--- config.mk ---
export PLATFORM = sky130hd
export DESIGN_NAME = pll_lock_supervisor
export DESIGN_NICKNAME = d
export VERILOG_FILES = /design/src/rtl/pll_lock_supervisor.sv
export SDC_FILE = /design/constraint.sdc
export NUM_CORES = 1
export LEC_CHECK = 0
export CAP_MARGIN = 20
export CORE_MARGIN = 3
export CORE_UTILIZATION = 64
export CTS_BUF_LIST = sky130_fd_sc_hd__clkbuf_8
export DETAILED_ROUTE_END_ITERATION = 16
export PLACE_DENSITY_LB_ADDON = 0.1
export SETUP_SLACK_MARGIN = 0.5
export SYNTH_ARGS = -nofsm -noshare
export SYNTH_HDL_FRONTEND = slang
export SYNTH_SLANG_ARGS = --single-unit
--- constraint.sdc ---
create_clock -name clock_in -period 5.3 [get_ports clock_in]
set_input_delay 1.06 -clock clock_in [delete_from_list [all_inputs] [get_ports clock_in]]
set_output_delay 1.06 -clock clock_in [all_outputs]
set_load 0.005 [all_outputs]
--- src/rtl/pll_lock_supervisor.sv ---
// PLL power-up sequencer: holds the PLL in reset, qualifies the asynchronous
// LOCK output over a stability window, releases the downstream system reset,
// retries failed attempts and falls back to bypass after repeated failures.
// Runs on the PLL reference clock so it keeps running when the PLL misbehaves.
//
// state      | meaning
// -----------+---------------------------------------------------------------
// RST        | PLL RESETB held low for RESET_CYCLES
// WAIT_LOCK  | PLL running, waiting for synchronized lock (bounded by timeout)
// STABLE     | lock seen, must stay high for STABLE_CYCLES consecutive cycles
// RUN        | lock qualified, system reset released
// BYPASS     | retries exhausted, reference clock passed through (terminal)
module pll_lock_supervisor #(
  parameter int RESET_CYCLES  = 16,
  parameter int LOCK_TIMEOUT  = 100000,
  parameter int STABLE_CYCLES = 1024,
  parameter int MAX_RETRIES   = 3,
  parameter int CNT_W         = 17
) (
  input  logic       clock_in,
  input  logic       resetn,
  input  logic       pll_lock_raw,
  input  logic       relock_req,
  output logic       pll_resetb,
  output logic       pll_bypass,
  output logic       sys_rstn,
  output logic       pll_ok,
  output logic       bypass_active,
  output logic [2:0] state,
  output logic [7:0] loss_count
);

  typedef enum logic [2:0] {
    ST_RST       = 3'd0,
    ST_WAIT_LOCK = 3'd1,
    ST_STABLE    = 3'd2,
    ST_RUN       = 3'd3,
    ST_BYPASS    = 3'd4
  } state_t;

  localparam int RET_W = $clog2(MAX_RETRIES + 1);

  localparam logic [CNT_W-1:0] RST_TC    = CNT_W'(RESET_CYCLES - 1);
  localparam logic [CNT_W-1:0] TIMEOUT_TC = CNT_W'(LOCK_TIMEOUT - 1);
  localparam logic [CNT_W-1:0] STABLE_TC = CNT_W'(STABLE_CYCLES - 1);
  localparam logic [CNT_W-1:0] CNT_ONE   = CNT_W'(1);
  localparam logic [RET_W-1:0] MAX_RET   = RET_W'(MAX_RETRIES);
  localparam logic [RET_W-1:0] RET_ONE   = RET_W'(1);

  logic             lock_meta;
  logic             lock_s;
  state_t           state_q;
  state_t           state_d;
  logic [CNT_W-1:0] cnt_q;
  logic [CNT_W-1:0] cnt_d;
  logic [RET_W-1:0] retry_q;
  logic [RET_W-1:0] retry_d;
  logic [RET_W-1:0] retry_inc;
  logic [7:0]       loss_d;
  logic             attempt_fail;

  assign retry_inc = retry_q + RET_ONE;
  assign state     = state_q;

  // Two-flop synchronizer for the asynchronous PLL lock indication
  always_ff @(posedge clock_in or negedge resetn) begin
    if (!resetn) begin
      lock_meta <= 1'b0;
      lock_s    <= 1'b0;
    end else begin
      lock_meta <= pll_lock_raw;
      lock_s    <= lock_meta;
    end
  end

  // Next-state, counter, retry and loss-count decisions
  always_comb begin
    state_d      = state_q;
    cnt_d        = cnt_q;
    retry_d      = retry_q;
    loss_d       = loss_count;
    attempt_fail = 1'b0;

    case (state_q)
      ST_RST: begin
        if (cnt_q == RST_TC) begin
          state_d = ST_WAIT_LOCK;
          cnt_d   = '0;
        end else begin
          cnt_d = cnt_q + CNT_ONE;
        end
      end
      ST_WAIT_LOCK: begin
        if (lock_s) begin
          state_d = ST_STABLE;
          cnt_d   = '0;
        end else if (cnt_q == TIMEOUT_TC) begin
          attempt_fail = 1'b1;
        end else begin
          cnt_d = cnt_q + CNT_ONE;
        end
      end
      ST_STABLE: begin
        if (!lock_s) begin
          attempt_fail = 1'b1;
        end else if (cnt_q == STABLE_TC) begin
          state_d = ST_RUN;
          cnt_d   = '0;
          retry_d = '0;
        end else begin
          cnt_d = cnt_q + CNT_ONE;
        end
      end
      ST_RUN: begin
        // Counter stays at zero here so it can never wrap
        if (!lock_s) begin
          state_d = ST_RST;
          cnt_d   = '0;
          retry_d = '0;
          if (loss_count != 8'hFF) begin
            loss_d = loss_count + 8'd1;
          end
        end
      end
      ST_BYPASS: begin
        cnt_d = '0;
      end
      default: begin
        state_d = ST_RST;
        cnt_d   = '0;
        retry_d = '0;
      end
    endcase

    // Timeout and lost-while-qualifying are the same failed attempt
    if (attempt_fail) begin
      retry_d = retry_inc;
      cnt_d   = '0;
      state_d = (retry_inc == MAX_RET) ? ST_BYPASS : ST_RST;
    end

    // Relock overrides everything except an RST already in progress;
    // a coinciding RUN loss keeps its loss_count increment above
    if (relock_req && (state_q != ST_RST)) begin
      state_d = ST_RST;
      cnt_d   = '0;
      retry_d = '0;
    end
  end

  // State register with outputs decoded from the next state
  always_ff @(posedge clock_in or negedge resetn) begin
    if (!resetn) begin
      state_q       <= ST_RST;
      cnt_q         <= '0;
      retry_q       <= '0;
      loss_count    <= 8'd0;
      pll_resetb    <= 1'b0;
      pll_bypass    <= 1'b0;
      sys_rstn      <= 1'b0;
      pll_ok        <= 1'b0;
      bypass_active <= 1'b0;
    end else begin
      state_q       <= state_d;
      cnt_q         <= cnt_d;
      retry_q       <= retry_d;
      loss_count    <= loss_d;
      pll_resetb    <= (state_d == ST_WAIT_LOCK) || (state_d == ST_STABLE) ||
                       (state_d == ST_RUN);
      pll_bypass    <= (state_d == ST_BYPASS);
      sys_rstn      <= (state_d == ST_RUN) || (state_d == ST_BYPASS);
      pll_ok        <= (state_d == ST_RUN);
      bypass_active <= (state_d == ST_BYPASS);
    end
  end

endmodule
* Word-level counts from Yosys, hierarchy flattened
Index checks and enable logic that the tools add are counted.
** Cells by class
- Add/sub/neg operators :: 3
- Eq/ne operators :: 18
- Muxes and demuxes :: 28
- Bitwise gates (word level) :: 1
- Reductions and logical operators :: 10
** Operator list (count)
- two-way mux 17 bit :: 8
- case mux 17 bit (4 select lines) :: 1
- two-way mux 3 bit :: 8
- adder 17 x 1 -> 17 bit, second input constant :: 1
- equality test 17 x 10 -> 1 bit, second input constant :: 1
- equality test 17 bit, second input constant :: 1
- equality test 17 x 4 -> 1 bit, second input constant :: 1
- case mux 3 bit (5 select lines) :: 1
- equality test 3 x 2 -> 1 bit, second input constant :: 4
- != test 4 bit, second input constant :: 3
- two-way mux 2 bit :: 5
- adder 8 x 1 -> 8 bit, second input constant :: 1
- != test 8 bit, second input constant :: 1
- equality test 3 x 1 -> 1 bit, second input constant :: 2
- equality test 3 bit, second input constant :: 2
- case mux 2 bit (3 select lines) :: 1
- AND reduction 3 bit :: 2
- != test 5 bit, second input constant :: 1
- AND reduction 4 bit :: 1
- zero test 3 bit :: 1
- logical OR 1 bit :: 3
- two-way mux 1 bit :: 3
- != test 3 x 1 -> 1 bit, second input constant :: 1
- nonzero test 3 bit :: 1
- other kinds (6) :: 6
** Word-level totals
- Register bits after elaboration :: 36
- Bits of input ports :: 4
- Output and inout port bits :: 16
- Word-level logic and storage cells :: 70

* Longest topological paths before layout
Gate-level depths: netlist of run 1.
- Depth in word-level cells :: 9
- Gate-level depth with buffers :: 8

* Least setup slack after synthesis of run 1
Ideal clock, no wire load.
- Path kind :: input to register
- Start point :: input relock_req
- End point :: register cnt_q[15]
- Library setup time :: 0.087 ns
- Arrival :: 2.110 ns
- Required time :: 5.213 ns
- Path slack :: 3.103 ns
- Stages on the path :: 6
- Path buffers :: 2
- Cell sequence :: nor3b_1 > and3_1 > buf_2 > clkbuf_1 > nand2_1 > o211ai_1
** Between the ends
- Word-level cells in the longest chain between the ends :: 3
- Elaborated cells on any way between the ends :: 6
- Those cells by class :: eq/ne (3); mux (1); reduce/logical (2)
** RTL lines
- start, declared :: line 23 : input logic relock_req,
- logical AND 1 bit * :: line 144 : if (relock_req && (state_q != ST_RST)) begin
- != test 5 bit (no line) / != test 4 bit (equally long branches)
- AND reduction 3 bit (no line)
- end signal, assigned :: line 165 : cnt_q <= cnt_d;
- end, declared :: line 54 : logic [CNT_W-1:0] cnt_q;
Mark *: on every way between the ends. The rest lies on a longest branch, timed or not.
A chain may end at the register's enable or synchronous reset.

* Worst setup path after layout of run 1
- Start point :: input relock_req
- End point :: register cnt_q[2]
The elaborated chain is that of the path after synthesis.

==> flow_metrics.env, run 1 <==
export IMPL_wl_mm=4.48
export IMPL_cts_resized=0
export IMPL_synthCells=225
export IMPL_clk_pin_slew_worst_paths_ns=0.07
export IMPL_cpMostUsedCell="nor3b_1"
export IMPL_die_x_microns=63.5
export IMPL_cpMaxStageDelayCell="and3_1"
export IMPL_synth_edf_count=0
export IMPL_slowest_delay_ns=0.70
export IMPL_viasPerCell=6.30
export IMPL_maxCapViolations=0
export IMPL_hold_path_class="register to register"
export IMPL_ctsHoldBuffers=0
export IMPL_required_ns=5.46
export IMPL_insertedDiodeCount=0
export IMPL_port_buffers=19
export IMPL_synth_flop_cell="dfrtp_1"
export IMPL_synth_distinct_cells=47
export IMPL_grt_pass1_vias=1678
export IMPL_die_y_microns=63.5
export IMPL_ir_drop_mv=0.247
export IMPL_drtIter0Drc=131
export IMPL_post_cts_buffers=0
export IMPL_finalHoldViolations=0
export IMPL_async_reset_ff_share_pct=100
export IMPL_synth_area_per_cell_sq_um=9.41
export IMPL_arrival_ns=2.94
export IMPL_cts_root_buf="clkbuf_8"
export IMPL_fin_skew_ns=0.00983
export IMPL_finalSetupViolations=0
export IMPL_yosysTopAreaCell="dfrtp_1"
export IMPL_dr_pass1_iters=4
export IMPL_cts_tree="yes"
export IMPL_via_count=1784
export IMPL_p_per_area_nw_per_um2=305
export IMPL_ant_nets=0
export IMPL_synth_area_leaders="dfrtp_1, nand2_1, xnor2_1, o211ai_1, and2_1"
export IMPL_dp_hpwl_mm=3.09
export IMPL_reg2reg_slack_ns=2.79
export IMPL_yosysSeqAreaShare_pct=42.5
export IMPL_cts_made_buffers=5
export IMPL_die_area_sq_um=4040
export IMPL_clock_latency_ns=0.29
export IMPL_gp_congestion=0.814
export IMPL_timing_final_ws_setup_ns=2.53
export IMPL_r2r_end="cnt_q[2]"
export IMPL_period_share_pct=52.3
export IMPL_ys_ff_latch=36
export IMPL_critPathLaunchType="primary input"
export IMPL_clock_fmax_mhz=360
export IMPL_ios=20
export IMPL_synth_area_sq_um=2120
export IMPL_syn_num_nets=232
export IMPL_ff2ff_path_depth=6
export IMPL_final_common_cell="dfrtp_1"
export IMPL_period_minus_slack_ns=2.77
export IMPL_yosys_area_top_type_share_pct=42.5
export IMPL_drv_slew=0
export IMPL_grt_pass1_wl_mm=7.58
export IMPL_overflow=0
export IMPL_drcViolationCount=0
export IMPL_finalSetupTns_ns=0
export IMPL_grt_max_degree=37
export IMPL_timing_rr_start="cnt_q[0]"
export IMPL_preCtsSetupSlack_ns=2.25
export IMPL_relSlewSlack_pct=46.2
export IMPL_syn_to_final_growth_pct=11.6
export IMPL_rows=20
export IMPL_finalPower_mw=0.722
export IMPL_crit_path_end="cnt_q[2]"
export IMPL_status="completed"
export IMPL_clock_sinks=36
export IMPL_crit_path_end_kind="register"
export IMPL_path_class="primary input to register"
export IMPL_path_cells="clkdlybuf4s50_1 > nor3b_1 > and3_1 > nor3b_1 > o211ai_1 > o311ai_2"
export IMPL_cp_max_fo=20
export IMPL_antenna_found_initial=0
export IMPL_layout_common_cells="dfrtp_1, nand2_1, clkdlybuf4s50_1, inv_1, nand3_1"
export IMPL_wire_per_inst_microns=15.8
export IMPL_final_nets=245
export IMPL_crit_start="relock_req"
export IMPL_start_util_pct=68.3
export IMPL_cp_num_buf_inv=1
export IMPL_path_depth=6
export IMPL_leakage_nw=1.02
export IMPL_cp_top_family="simple AND/OR/NAND/NOR gates"
export IMPL_rsz0062_at_grt="false"
export IMPL_clock_path_buffers=2
export IMPL_core_sq_um=3100
export IMPL_drive_above_1_share_pct=5.44
export IMPL_track_usage_pct=23.4
export IMPL_worst_slew_pin_slew_ns=0.804
export IMPL_htree_levels=2
export IMPL_yosysWarnings=0
-- stage by stage --
step                      utilization [%]  cells  cell area (sq um)  hold slack [ns]
after CTS                            76.2    283               2360            0.365
after global placement               73.2    275               2270            0.346
after detailed placement             73.2    275               2270            0.342
after global routing                 76.2    283               2360            0.369
final                                76.2    283               2360            0.361
after floorplan                         -    225               2120            0.331
-- metal layers --
metal / vias up / routed length (microns) / GRT usage [%]
met3: 9 / 298 / 4.63
met2: 74 / 2240 / 40.8
met4: 0 / 71 / 8.09
met1: 857 / 1860 / 28.8
met5: - / 0 / 0
li1: 844 / - / -
-- cell families after synthesis --
group	count (synthesis)	synth area share (%)
simple gates	101	25.6
compound gates	49	18.8
flops	36	42.5
buf+inv	25	6.67
xor+xnor	11	4.55
fa+ha+maj	3	1.77
-- Yosys cell counts, drive strengths merged, types with 3 or more instances --
cell / n
and2: 10
nor2: 7
and3: 4
nand2: 33
and4: 7
nand3: 11
o221ai: 5
dfrtp: 36
xnor2: 9
o21ai: 9
inv: 11
o2111ai: 4
buf: 10
a32o: 3
nor3: 6
o211ai: 10
clkbuf: 4
ha: 3
nand4: 6
a21oi: 5
nor4: 5
-- registers in the layout, indices dropped and copies added, names as in the netlist, 2 cells and up --
name,count
cnt_q,17
loss_count,8
state,3
retry_q,2
-- power by group --
part,total [mW],switching (mW),leakage (nW),internal (mW)
clock network,0.200,0.0967,0.0486,0.104
registers,0.346,0.0404,0.489,0.306
logic,0.175,0.0999,0.481,0.0754
total,0.722,0.237,1.02,0.485
-- layout make-up --
class                      count  area (sq um)
clock buffer                   6          82.6
clock inverter                 2          11.3
fill                         236           738
inverter                      11          41.3
multi-input combinational    164          1080
sequential                    36           901
tap                           44          55.1
timing repair buffer          20           198
-- worst min path at each step --
| stage | start | end | slack (ns) | cells past startpoint |
|---|---|---|---|---|
| global placement | lock_meta | lock_s | 0.35 | 0 |
| detailed placement | lock_meta | lock_s | 0.34 | 0 |
| global route | lock_meta | lock_s | 0.37 | 0 |
| floorplan | lock_meta | lock_s | 0.33 | 0 |
| finish | lock_meta | lock_s | 0.36 | 0 |
| CTS | lock_meta | lock_s | 0.37 | 0 |
(Power assumes the default switching activity.)
==> inputs of run 2 (changes only) <==
--- a/config.mk
+++ b/config.mk
@@ -7,7 +7,7 @@
 export LEC_CHECK = 0
 export CAP_MARGIN = 20
 export CORE_MARGIN = 3
-export CORE_UTILIZATION = 64
+export CORE_UTILIZATION = 53
 export CTS_BUF_LIST = sky130_fd_sc_hd__clkbuf_8
 export DETAILED_ROUTE_END_ITERATION = 16
 export PLACE_DENSITY_LB_ADDON = 0.1
==> constraint.sdc (replaced) <==
create_clock -name clock_in -period 2.55 [get_ports clock_in]
set_input_delay 0.51 -clock clock_in [delete_from_list [all_inputs] [get_ports clock_in]]
set_output_delay 0.51 -clock clock_in [all_outputs]
set_load 0.005 [all_outputs]
==> run 2 against run 1 <==
  * Worst setup slack lost 2.0 ns
  * Sequential power grew 110%
  * Non-clock buffer count grew 15
  * Clock power grew 120%
  * Routed wire length grew 11%
  * Combinational power grew to 3.0 times the previous value
  * Final cell count grew 6.4%
  * Count of clock-buffer cells in the layout grew 1
  * First-iteration DRC count shrank 39%
  * Critical path depth is the same
  * Hold slack gained 0.0084 ns
  * Global-route usage shrank 1.4 points
==> flow_metrics.env, run 2 (synthesis results as in run 1) <==
export IMPL_cp_max_fo=6
export IMPL_post_route_util_pct=68.8
export IMPL_start_util_pct=56.6
export IMPL_largest_reg_flops=17
export IMPL_crit_path_end_kind="register"
export IMPL_die_area_sq_um=4790
export IMPL_clock_fmax_mhz=482
export IMPL_path_class="register to register"
export IMPL_drcViolationCount=0
export IMPL_ant_nets=0
export IMPL_cts_made_buffers=5
export IMPL_overflow=0
export IMPL_top_register="cnt_q"
export IMPL_grt_pass1_wl_mm=8.57
export IMPL_timing_final_ws_setup_ns=0.476
export IMPL_rsz0062_at_grt="false"
export IMPL_ir_drop_mv=0.436
export IMPL_die_y_microns=69.2
export IMPL_ctsHoldBuffers=0
export IMPL_final_nets=260
export IMPL_placed_cells=286
export IMPL_min_from="lock_meta"
export IMPL_hold_path_class="register to register"
export IMPL_finalSetupTns_ns=0
export IMPL_dp_hpwl_mm=3.36
export IMPL_status="completed"
export IMPL_wl_mm=4.97
export IMPL_p_per_area_nw_per_um2=661
export IMPL_crit_start="cnt_q[15]"
export IMPL_clock_latency_ns=0.29
export IMPL_insertedDiodeCount=0
export IMPL_relSlewSlack_pct=67.0
export IMPL_dr_pass1_iters=4
export IMPL_drive_above_1_share_pct=16.6
export IMPL_viasPerCell=6.19
export IMPL_period_share_pct=81.3
export IMPL_rows=22
export IMPL_critPathLaunchType="register"
export IMPL_finalSetupViolations=0
export IMPL_preCtsSetupSlack_ns=0.271
export IMPL_cts_tree="yes"
export IMPL_final_cells=301
export IMPL_finalHoldViolations=0
export IMPL_timing_rr_start="cnt_q[15]"
export IMPL_period_minus_slack_ns=2.07
export IMPL_regArea_sq_um=905
export IMPL_wire_per_inst_microns=16.5
export IMPL_syn_to_final_growth_pct=21.5
export IMPL_clk_pin_slew_worst_paths_ns=0.07
export IMPL_cts_root_buf="clkbuf_8"
export IMPL_finalPower_mw=1.70
export IMPL_core_sq_um=3740
export IMPL_antenna_found_initial=0
export IMPL_worst_slew_pin_slew_ns=0.494
export IMPL_ios=20
export IMPL_drv_slew=0
export IMPL_layout_common_cells="nand2_1, dfrtp_1, clkdlybuf4s50_1, buf_4, inv_1"
export IMPL_required_ns=2.71
export IMPL_leakage_nw=1.11
export IMPL_die_x_microns=69.2
export IMPL_grt_max_degree=37
export IMPL_clock_sinks=36
export IMPL_clock_path_buffers=2
export IMPL_multi_input_area_sq_um=1140
export IMPL_maxCapViolations=0
export IMPL_drtIter0Drc=80
export IMPL_gp_congestion=0.856
export IMPL_grt_pass1_vias=1841
export IMPL_arrival_ns=2.23
export IMPL_via_count=1863
export IMPL_fin_skew_ns=0.00726
export IMPL_fillers=301
export IMPL_track_usage_pct=22.1
export IMPL_port_buffers=19
export IMPL_htree_levels=2
[run 2: cell count changes in the layout (fill, tap and decap cells not counted), moves of 2 or more]
cell / before / now
dfrtp_2: 0 / 3
buf_4: 1 / 13
or2_1: 2 / 0
dfrtp_1: 36 / 33
or2_4: 0 / 2
buf_6: 0 / 2
[run 2: worst max-delay path: stages, from the launching register on]
cell,delay (ns)
dfrtp_1,0.45
nor3_2,0.26
or2b_1,0.29
o31a_4,0.41
buf_4,0.17
o211ai_1,0.22
o311ai_2,0.14
[run 2: routing by layer]
layer / global-route usage (%) / routed length [microns]
met1: 24.9 / 2050
met2: 39.5 / 2500
met3: 4.93 / 277
met4: 9.76 / 151
met5: 0 / 0
[run 2: worst paths after layout]
check | depth (start not counted) | end | slack, ns
setup / recovery | 6 | cnt_q[2] | 0.48
hold / removal | 0 | lock_s | 0.37
setup reg to reg | 6 | cnt_q[2] | 0.48
hold reg to reg | 0 | lock_s | 0.37
max in group asynchronous | 2 | cnt_q[12] | 1.57
min in group asynchronous | 2 | lock_meta | 0.63
[run 2: final cells by class]
type | count | area share [%]
multi-input combinational | 164 | 44.3
sequential | 36 | 35.1
timing repair buffer | 35 | 12.8
clock buffer | 7 | 3.74
tap | 48 | 2.33
inverter | 11 | 1.60
[run 2: what timing repair did]
action	4_1_cts	5_1_grt
endpoints found under the setup margin	19	21
resized for setup	8	13
hold endpoints to repair	0	0
pin swaps	3	5
setup buffers	3	5
[run 2: metrics by stage]
| stage | area (sq um) | hold WS [ns] |
|---|---|---|
| 6_report | 2570 | 0.369 |
| 5_1_grt | 2570 | 0.373 |
| 4_1_cts | 2480 | 0.374 |
| 3_5_place_dp | 2330 | 0.343 |
| 3_3_place_gp | 2330 | 0.346 |
| 2_1_floorplan | 2120 | 0.214 |
[run 2: report_power, final]
group          leakage (nW)  internal, mW  total (mW)  switching (mW)
logic                 0.580         0.271       0.528           0.257
registers             0.484         0.635       0.728          0.0929
clock network        0.0503         0.241       0.446           0.205
total                  1.11          1.15        1.70           0.555
